==> config.mk <==
export PLATFORM = sky130hd
export DESIGN_NAME = parking_zone_ctrl
export DESIGN_NICKNAME = d
export VERILOG_FILES = /design/src/rtl/parking_pkg.sv /design/src/rtl/parking_hour_gen.sv /design/src/rtl/parking_zone_ctrl.sv
export SDC_FILE = /design/constraint.sdc
export NUM_CORES = 1
export LEC_CHECK = 0
export CAP_MARGIN = 20
export CORE_UTILIZATION = 54
export DETAILED_ROUTE_END_ITERATION = 10
export MAX_ROUTING_LAYER = met4
export PLACE_DENSITY = 0.81
export SLEW_MARGIN = 15
export SYNTH_ARGS = -nofsm -noshare
export SYNTH_HDL_FRONTEND = slang
export SYNTH_SLANG_ARGS = --single-unit
==> constraint.sdc <==
create_clock -name clk -period 4.25 [get_ports clk]
set_input_delay 1.275 -clock clk [delete_from_list [all_inputs] [get_ports clk]]
set_output_delay 1.275 -clock clk [all_outputs]
set_load 0.05 [all_outputs]
==> src/rtl/parking_pkg.sv <==
// Shared constants for the parking zone controller: default capacities,
// the daily reallocation schedule and the car class encoding.
package parking_pkg;

  localparam int DEF_CNT_W          = 10;
  localparam int DEF_TOTAL_CAP      = 700;
  localparam int DEF_UNI_CAP        = 500;
  localparam int DEF_TICKS_PER_HOUR = 60;
  localparam int DEF_START_HOUR     = 8;
  localparam int DEF_SHIFT_HOUR_A   = 14;
  localparam int DEF_SHIFT_HOUR_B   = 15;
  localparam int DEF_RESTORE_HOUR   = 16;
  localparam int DEF_SHIFT_STEP     = 50;
  localparam int DEF_UNI_FLOOR      = 200;

  typedef enum logic {
    CLASS_PUB = 1'b0,
    CLASS_UNI = 1'b1
  } car_class_e;

  function automatic logic [4:0] next_hour(input logic [4:0] h);
    if (h == 5'd23) begin
      return 5'd0;
    end else begin
      return h + 5'd1;
    end
  endfunction

endpackage

==> src/rtl/parking_hour_gen.sv <==
// Simulated clock: divides clk into hours and strobes hour_wrap on the
// cycle whose edge advances the hour.
module parking_hour_gen
  import parking_pkg::*;
#(
  parameter int TICKS_PER_HOUR = DEF_TICKS_PER_HOUR,
  parameter int START_HOUR     = DEF_START_HOUR
) (
  input  logic       clk,
  input  logic       rst,
  output logic [4:0] hour,
  output logic       hour_wrap
);

  localparam int TICK_W = (TICKS_PER_HOUR > 1) ? $clog2(TICKS_PER_HOUR) : 1;
  localparam logic [TICK_W-1:0] TICK_LAST = TICK_W'(TICKS_PER_HOUR - 1);

  logic [TICK_W-1:0] tick_r;

  assign hour_wrap = (tick_r == TICK_LAST);

  // Tick counter and hour register.
  always_ff @(posedge clk) begin
    if (rst) begin
      tick_r <= {TICK_W{1'b0}};
      hour   <= 5'(START_HOUR);
    end else if (hour_wrap) begin
      tick_r <= {TICK_W{1'b0}};
      hour   <= next_hour(hour);
    end else begin
      tick_r <= tick_r + TICK_W'(1'b1);
      hour   <= hour;
    end
  end

endmodule

==> src/rtl/parking_zone_ctrl.sv <==
// Two-pool (uni/public) parking occupancy controller with a simulated clock.
// Define PARKING_REALLOC_EN to build in the afternoon capacity reallocation.
module parking_zone_ctrl
  import parking_pkg::*;
#(
  parameter int CNT_W          = DEF_CNT_W,
  parameter int TOTAL_CAP      = DEF_TOTAL_CAP,
  parameter int UNI_CAP        = DEF_UNI_CAP,
  parameter int TICKS_PER_HOUR = DEF_TICKS_PER_HOUR,
  parameter int START_HOUR     = DEF_START_HOUR,
  parameter int SHIFT_HOUR_A   = DEF_SHIFT_HOUR_A,
  parameter int SHIFT_HOUR_B   = DEF_SHIFT_HOUR_B,
  parameter int RESTORE_HOUR   = DEF_RESTORE_HOUR,
  parameter int SHIFT_STEP     = DEF_SHIFT_STEP,
  parameter int UNI_FLOOR      = DEF_UNI_FLOOR
) (
  input  logic             clk,
  input  logic             rst,
  input  logic             enter_valid,
  input  logic             enter_is_uni,
  input  logic             exit_valid,
  input  logic             exit_is_uni,
  output logic             enter_accept,
  output logic             enter_reject,
  output logic             exit_reject,
  output logic [CNT_W-1:0] uni_parked,
  output logic [CNT_W-1:0] pub_parked,
  output logic [CNT_W-1:0] uni_free,
  output logic [CNT_W-1:0] pub_free,
  output logic [CNT_W-1:0] uni_cap,
  output logic             uni_has_space,
  output logic             pub_has_space,
  output logic [4:0]       hour
);

  localparam logic [CNT_W-1:0] CNT_ZERO = {CNT_W{1'b0}};
  localparam logic [CNT_W-1:0] CNT_ONE  = {{(CNT_W-1){1'b0}}, 1'b1};
  localparam logic [CNT_W-1:0] TOTAL_C  = CNT_W'(TOTAL_CAP);
  localparam logic [CNT_W-1:0] UNI_C    = CNT_W'(UNI_CAP);
  localparam logic [CNT_W-1:0] PUB_C    = CNT_W'(TOTAL_CAP - UNI_CAP);

  typedef struct packed {
    logic [CNT_W-1:0] parked;
    logic [CNT_W-1:0] free;
  } pool_t;

  // An exit only returns a space when the pool was not over-committed by a restore.
  function automatic pool_t pool_step(input pool_t p, input logic [CNT_W-1:0] cap,
                                      input logic ent, input logic ext);
    pool_t n;
    n = p;
    case ({ent, ext})
      2'b10: begin
        n.parked = p.parked + CNT_ONE;
        n.free   = p.free - CNT_ONE;
      end
      2'b01: begin
        n.parked = p.parked - CNT_ONE;
        if (p.parked <= cap) begin
          n.free = p.free + CNT_ONE;
        end else begin
          n.free = p.free;
        end
      end
      default: n = p;
    endcase
    return n;
  endfunction

  logic [4:0]       hour_s;
  logic             hour_wrap_s;
  logic             ent_uni_s, ent_pub_s, ext_uni_s, ext_pub_s;
  logic             ent_ok_s, ext_ok_s;
  logic [CNT_W-1:0] pub_cap_s;
  logic [CNT_W-1:0] uni_cap_n_s;
  pool_t            uni_n_s, pub_n_s;

  parking_hour_gen #(
    .TICKS_PER_HOUR(TICKS_PER_HOUR),
    .START_HOUR    (START_HOUR)
  ) u_hour_gen (
    .clk      (clk),
    .rst      (rst),
    .hour     (hour_s),
    .hour_wrap(hour_wrap_s)
  );

  assign hour      = hour_s;
  assign pub_cap_s = TOTAL_C - uni_cap;

  // Accept/reject decisions from the counts registered before this edge.
  always_comb begin
    ent_uni_s = enter_valid && (enter_is_uni == CLASS_UNI) && (uni_free != CNT_ZERO);
    ent_pub_s = enter_valid && (enter_is_uni == CLASS_PUB) && (pub_free != CNT_ZERO);
    ext_uni_s = exit_valid && (exit_is_uni == CLASS_UNI) && (uni_parked != CNT_ZERO);
    ext_pub_s = exit_valid && (exit_is_uni == CLASS_PUB) && (pub_parked != CNT_ZERO);
    ent_ok_s  = ent_uni_s || ent_pub_s;
    ext_ok_s  = ext_uni_s || ext_pub_s;
  end

`ifdef PARKING_REALLOC_EN
  localparam logic [4:0]       HOUR_A_C = 5'(SHIFT_HOUR_A);
  localparam logic [4:0]       HOUR_B_C = 5'(SHIFT_HOUR_B);
  localparam logic [4:0]       HOUR_R_C = 5'(RESTORE_HOUR);
  localparam logic [CNT_W-1:0] STEP_C   = CNT_W'(SHIFT_STEP);
  localparam logic [CNT_W-1:0] FLOOR_C  = CNT_W'(UNI_FLOOR);

  logic [4:0]       hour_n_s;
  logic [CNT_W-1:0] shift_d_s;
  logic [CNT_W-1:0] pub_cap_n_s;
`else
  logic [31:0] unused_sched_s;
  assign unused_sched_s = 32'(SHIFT_HOUR_A ^ SHIFT_HOUR_B ^ RESTORE_HOUR ^ SHIFT_STEP ^ UNI_FLOOR)
                        ^ {31'd0, hour_wrap_s};
`endif

  // Next pool state: car events first, then any reallocation on the hour wrap.
  always_comb begin
    uni_n_s     = pool_step({uni_parked, uni_free}, uni_cap, ent_uni_s, ext_uni_s);
    pub_n_s     = pool_step({pub_parked, pub_free}, pub_cap_s, ent_pub_s, ext_pub_s);
    uni_cap_n_s = uni_cap;
`ifdef PARKING_REALLOC_EN
    hour_n_s    = next_hour(hour_s);
    shift_d_s   = (uni_n_s.free < STEP_C) ? uni_n_s.free : STEP_C;
    pub_cap_n_s = pub_cap_s;
    if (hour_wrap_s && ((hour_n_s == HOUR_A_C) || (hour_n_s == HOUR_B_C))) begin
      uni_cap_n_s  = uni_cap - shift_d_s;
      uni_n_s.free = uni_n_s.free - shift_d_s;
      pub_n_s.free = pub_n_s.free + shift_d_s;
    end else if (hour_wrap_s && (hour_n_s == HOUR_R_C)) begin
      uni_cap_n_s  = (uni_n_s.parked > FLOOR_C) ? uni_n_s.parked : FLOOR_C;
      pub_cap_n_s  = TOTAL_C - uni_cap_n_s;
      uni_n_s.free = uni_cap_n_s - uni_n_s.parked;
      pub_n_s.free = (pub_n_s.parked >= pub_cap_n_s) ? CNT_ZERO
                                                     : (pub_cap_n_s - pub_n_s.parked);
    end else begin
      uni_cap_n_s = uni_cap;
    end
`endif
  end

  // Output registers.
  always_ff @(posedge clk) begin
    if (rst) begin
      enter_accept  <= 1'b0;
      enter_reject  <= 1'b0;
      exit_reject   <= 1'b0;
      uni_parked    <= CNT_ZERO;
      pub_parked    <= CNT_ZERO;
      uni_free      <= UNI_C;
      pub_free      <= PUB_C;
      uni_cap       <= UNI_C;
      uni_has_space <= 1'b1;
      pub_has_space <= 1'b1;
    end else begin
      enter_accept  <= ent_ok_s;
      enter_reject  <= enter_valid && !ent_ok_s;
      exit_reject   <= exit_valid && !ext_ok_s;
      uni_parked    <= uni_n_s.parked;
      pub_parked    <= pub_n_s.parked;
      uni_free      <= uni_n_s.free;
      pub_free      <= pub_n_s.free;
      uni_cap       <= uni_cap_n_s;
      uni_has_space <= (uni_n_s.free != CNT_ZERO);
      pub_has_space <= (pub_n_s.free != CNT_ZERO);
    end
  end

endmodule
==> results by group <==
Layout
  – Antenna Cells: 0
  – Design area: 4940 sq um
  – Final nets: 627
  – Layout cell share with drive strength beyond 1: 0.109
  – Number of fillers in the final layout: 571
  – Area Overhead vs Synth: 24.3%

Logic synthesis
  – Fraction of registers with async set/reset: 0
  – Synth cell types: between 70 and 80
  – Ys flop type: dfxtp_1
  – Count leader, synth: nor2_1
  – Syn Area/Cell: 7.71 sq um
  – Top post-synthesis cells by count: nor2_1 (66), dfxtp_1 (56), a21oi_1 (33), inv_1 (29), nor3_1 (29)
  – Number of synthesized flops with an enable pin: 0
  – Cells after Synth: 516
  – Post-synthesis sequential area ratio: 0.282
  – Top cells by area, synth: dfxtp_1 (28%), ha_1 (8.2%), nor2_1 (6.2%), a21oi_1 (4.2%), nor3_1 (3.7%)
  – Synth Cell Area: 3980 sq um
  – Yosys warnings: 0
  – Synth top area share: 0.282
  – Number of synthesized register bits: 56
  – Cell taking the most area after synthesis: dfxtp_1

Clock tree
  – CTS Buffer Depth: 2
  – Setup bufs post-CTS: 0
  – Root Driver: clkbuf_8
  – Clk sinks: 56
  – CTS tree: yes
  – Clock latency on the worst-skew pair: 0.31 ns
  – Clock-pin slew on the worst setup and hold paths: 0.11 ns
  – CTS Buf Count: 5
  – H-Tree Depth: 2

Setup path
  – RR Endpoint: uni_parked[8]
  – CP arrival: between 4 and 5 ns
  – Worst reg-to-reg path cell count: 16
  – Endpoint class of the critical path: flip-flop
  – Slowest CP cell: clkdlybuf4s50_1
  – Largest delay contributor family on the critical path: compound AO/OA/AOI/OAI gates
  – FF-to-FF Start: uni_free[0]
  – R2r setup slk: 0.45 ns
  – Start point of the critical path: exit_is_uni
  – Worst path buffer plus inverter count: 2
  – WP data required: between 4 and 5 ns
  – Most frequent CP cell: o21ai_0
  – Crit-path max cell delay: 0.49 ns
  – CP Class: in -> reg
  – Cells along the critical path: clkdlybuf4s50_1 > nand2_1 > a41oi_1 > ha_1 > inv_1 > fa_1 > nor2b_1 > o21ai_0 > a21boi_0 > o21ai_0 > a21oi_1 > mux2i_1 > o21ai_0
  – CP Launch Type: input port
  – CP max FO: 7

Drt
  – First drt pass iteration count: 4
  – Vias per cell: 6.13
  – Routed Antenna Nets: 0
  – Drt total wl: 10600 microns
  – Routed WL per cell: 15.4 microns
  – Via count: 4231
  – Drt drc: 0
  – 1st-iter DRT viols: 220

STA
  – Worst Clk Skew: 0.00664 ns
  – Max Fclk: approximately 250 MHz
  – Max-slew violations: 0
  – Final setup violation count: 0
  – Fin crit period: roughly 4.0 ns
  – Final hold viol count: 0
  – Crit share post-route: 0.941
  – Worst-Margin Slew: 0.658 ns
  – Max_slew headroom: 0.558
  – Final Hold Slack: 0.441 ns
  – RSZ-0062 raised after global routing: false
  – Setup_tns: 0 ns

Job
  – Maxcap violations: 0

Global routing
  – First-pass GRT wire length: ~17000 microns
  – Vias in the first global route: 3809
  – Grt ovf: 0
  – Gr usage total: 0.291
  – Antenna violations before repair: 0
  – Pin count of the biggest net entering global routing: 29

Pwr
  – Maximum vdd ir drop: 0.145 mV
  – Leakage: 1.97 nW
  – Pwr dens: 237 nW/um^2
  – Final total power: 0.00117 W

Floorplanning
  – Initial Util: 0.573
  – # rows: 30
  – Chip Width: 87.8 microns
  – Ports: 66
  – CORE AREA: between 6000 and 7000 sq um
  – DIE AREA: 7710 sq um
  – Chip Height: around 88 microns

Run status
  – Run status: completed

Placement
  – IO Port Bufs: 55
  – Final Wtd Congestion: 1.07
  – DP HPWL: about 7800 microns
  – DP Area: roughly 4800 sq um

Min path
  – Worst min-delay path category: reg -> reg
  – Hold path endpoint: u_hour_gen.tick_r[0]
  – Hold path depth: 1
  – Hold wc startpoint: u_hour_gen.tick_r[0]
## per-layer routing
| metal | up-vias | track usage | routed length [microns] |
|---|---|---|---|
| li1 | 2031 | - | - |
| met1 | 2011 | 0.348 | 4450 |
| met3 | 18 | 0.0311 | 626 |
| met2 | 171 | 0.510 | 5370 |
| met4 | 0 | 0.0924 | 167 |
| met5 | - | - | 0 |
## flip-flops by register name, indices dropped and copies added (netlist names)
name and count:
uni_has_space 1, exit_reject 1, uni_parked 10, pub_has_space 1, pub_parked 10, u_hour_gen.tick_r 6, enter_accept 1, u_hour_gen.hour 5
pub_free 10, uni_free 10, enter_reject 1
## power breakdown
part,internal [W],total (W),switching [W]
Combinational,0.0000842,0.000231,0.000146
Sequential,0.000539,0.000564,0.0000253
Clock,0.000193,0.000377,0.000184
## placed cells by master, fill, tap and decap left out, types with 5 or more instances in the layout
master,netlist,routed
o21ai_0,19,19
nand4_1,8,8
a22oi_1,9,9
mux2i_1,5,5
o211ai_1,7,7
nand2b_1,12,12
conb_1,2,10
dfxtp_1,56,56
nand3_1,20,20
nor3_1,29,29
nor2_1,66,66
nand3b_1,5,5
clkdlybuf4s50_1,0,54
a21oi_1,33,33
and3_1,6,6
nand2_1,27,27
xnor2_1,10,10
clkbuf_8,0,6
buf_4,10,42
a221o_1,6,6
inv_1,29,29
ha_1,26,25
nor4_1,9,9
or3_1,12,12
## logic make-up (layout without fill, tap and decap cells)
group	after synthesis	count (layout)	synth area share
muxes	8	8	0.0211
other	2	10	0.00189
DFF	56	56	0.282
AOI/OAI and AO/OA	126	126	0.221
and+or+nand+nor	217	217	0.278
adders and majority gates	28	28	0.0919
buffers and inverters	65	135	0.0730
xor gates and xnor gates	14	14	0.0308
## stage by stage
step | worst slack (ns) | utilization | std cells
after CTS | 0.259 | 0.710 | 690
after global routing | 0.00249 | 0.712 | 690
after global placement | -0.000479 | 0.693 | 682
after detailed placement | -0.0736 | 0.693 | 682
final | 0.249 | 0.712 | 690
after floorplan | 0.510 | - | 524
## how the worst max path moves through the flow
stage                     slack (ns)  cells past startpoint       endpoint
after global placement       -0.0005                     14  uni_parked[9]
after global routing           0.002                     13  uni_parked[8]
final                           0.25                     13  uni_parked[8]
after CTS                       0.26                     13  uni_parked[8]
after floorplan                 0.51                     11  pub_parked[9]
after detailed placement       -0.07                     14  uni_parked[9]
## final cells by class
type / count / area (sq um) / area share
multi-input cells: 403 / 2610 / 0.527
well taps: 96 / 120 / 0.0243
flip-flops and latches: 56 / 1120 / 0.227
repair buffers: 97 / 861 / 0.174
clock inverters: 2 / 38.8 / 0.00785
inverters: 30 / 113 / 0.0228
clock buffers: 6 / 82.6 / 0.0167
## repair_timing
item	4_1_cts	5_1_grt
hold buffers	0	0
endpoints found under the setup margin	0	4
gates resized for setup	0	2
Power figures use the tool's default switching activity.
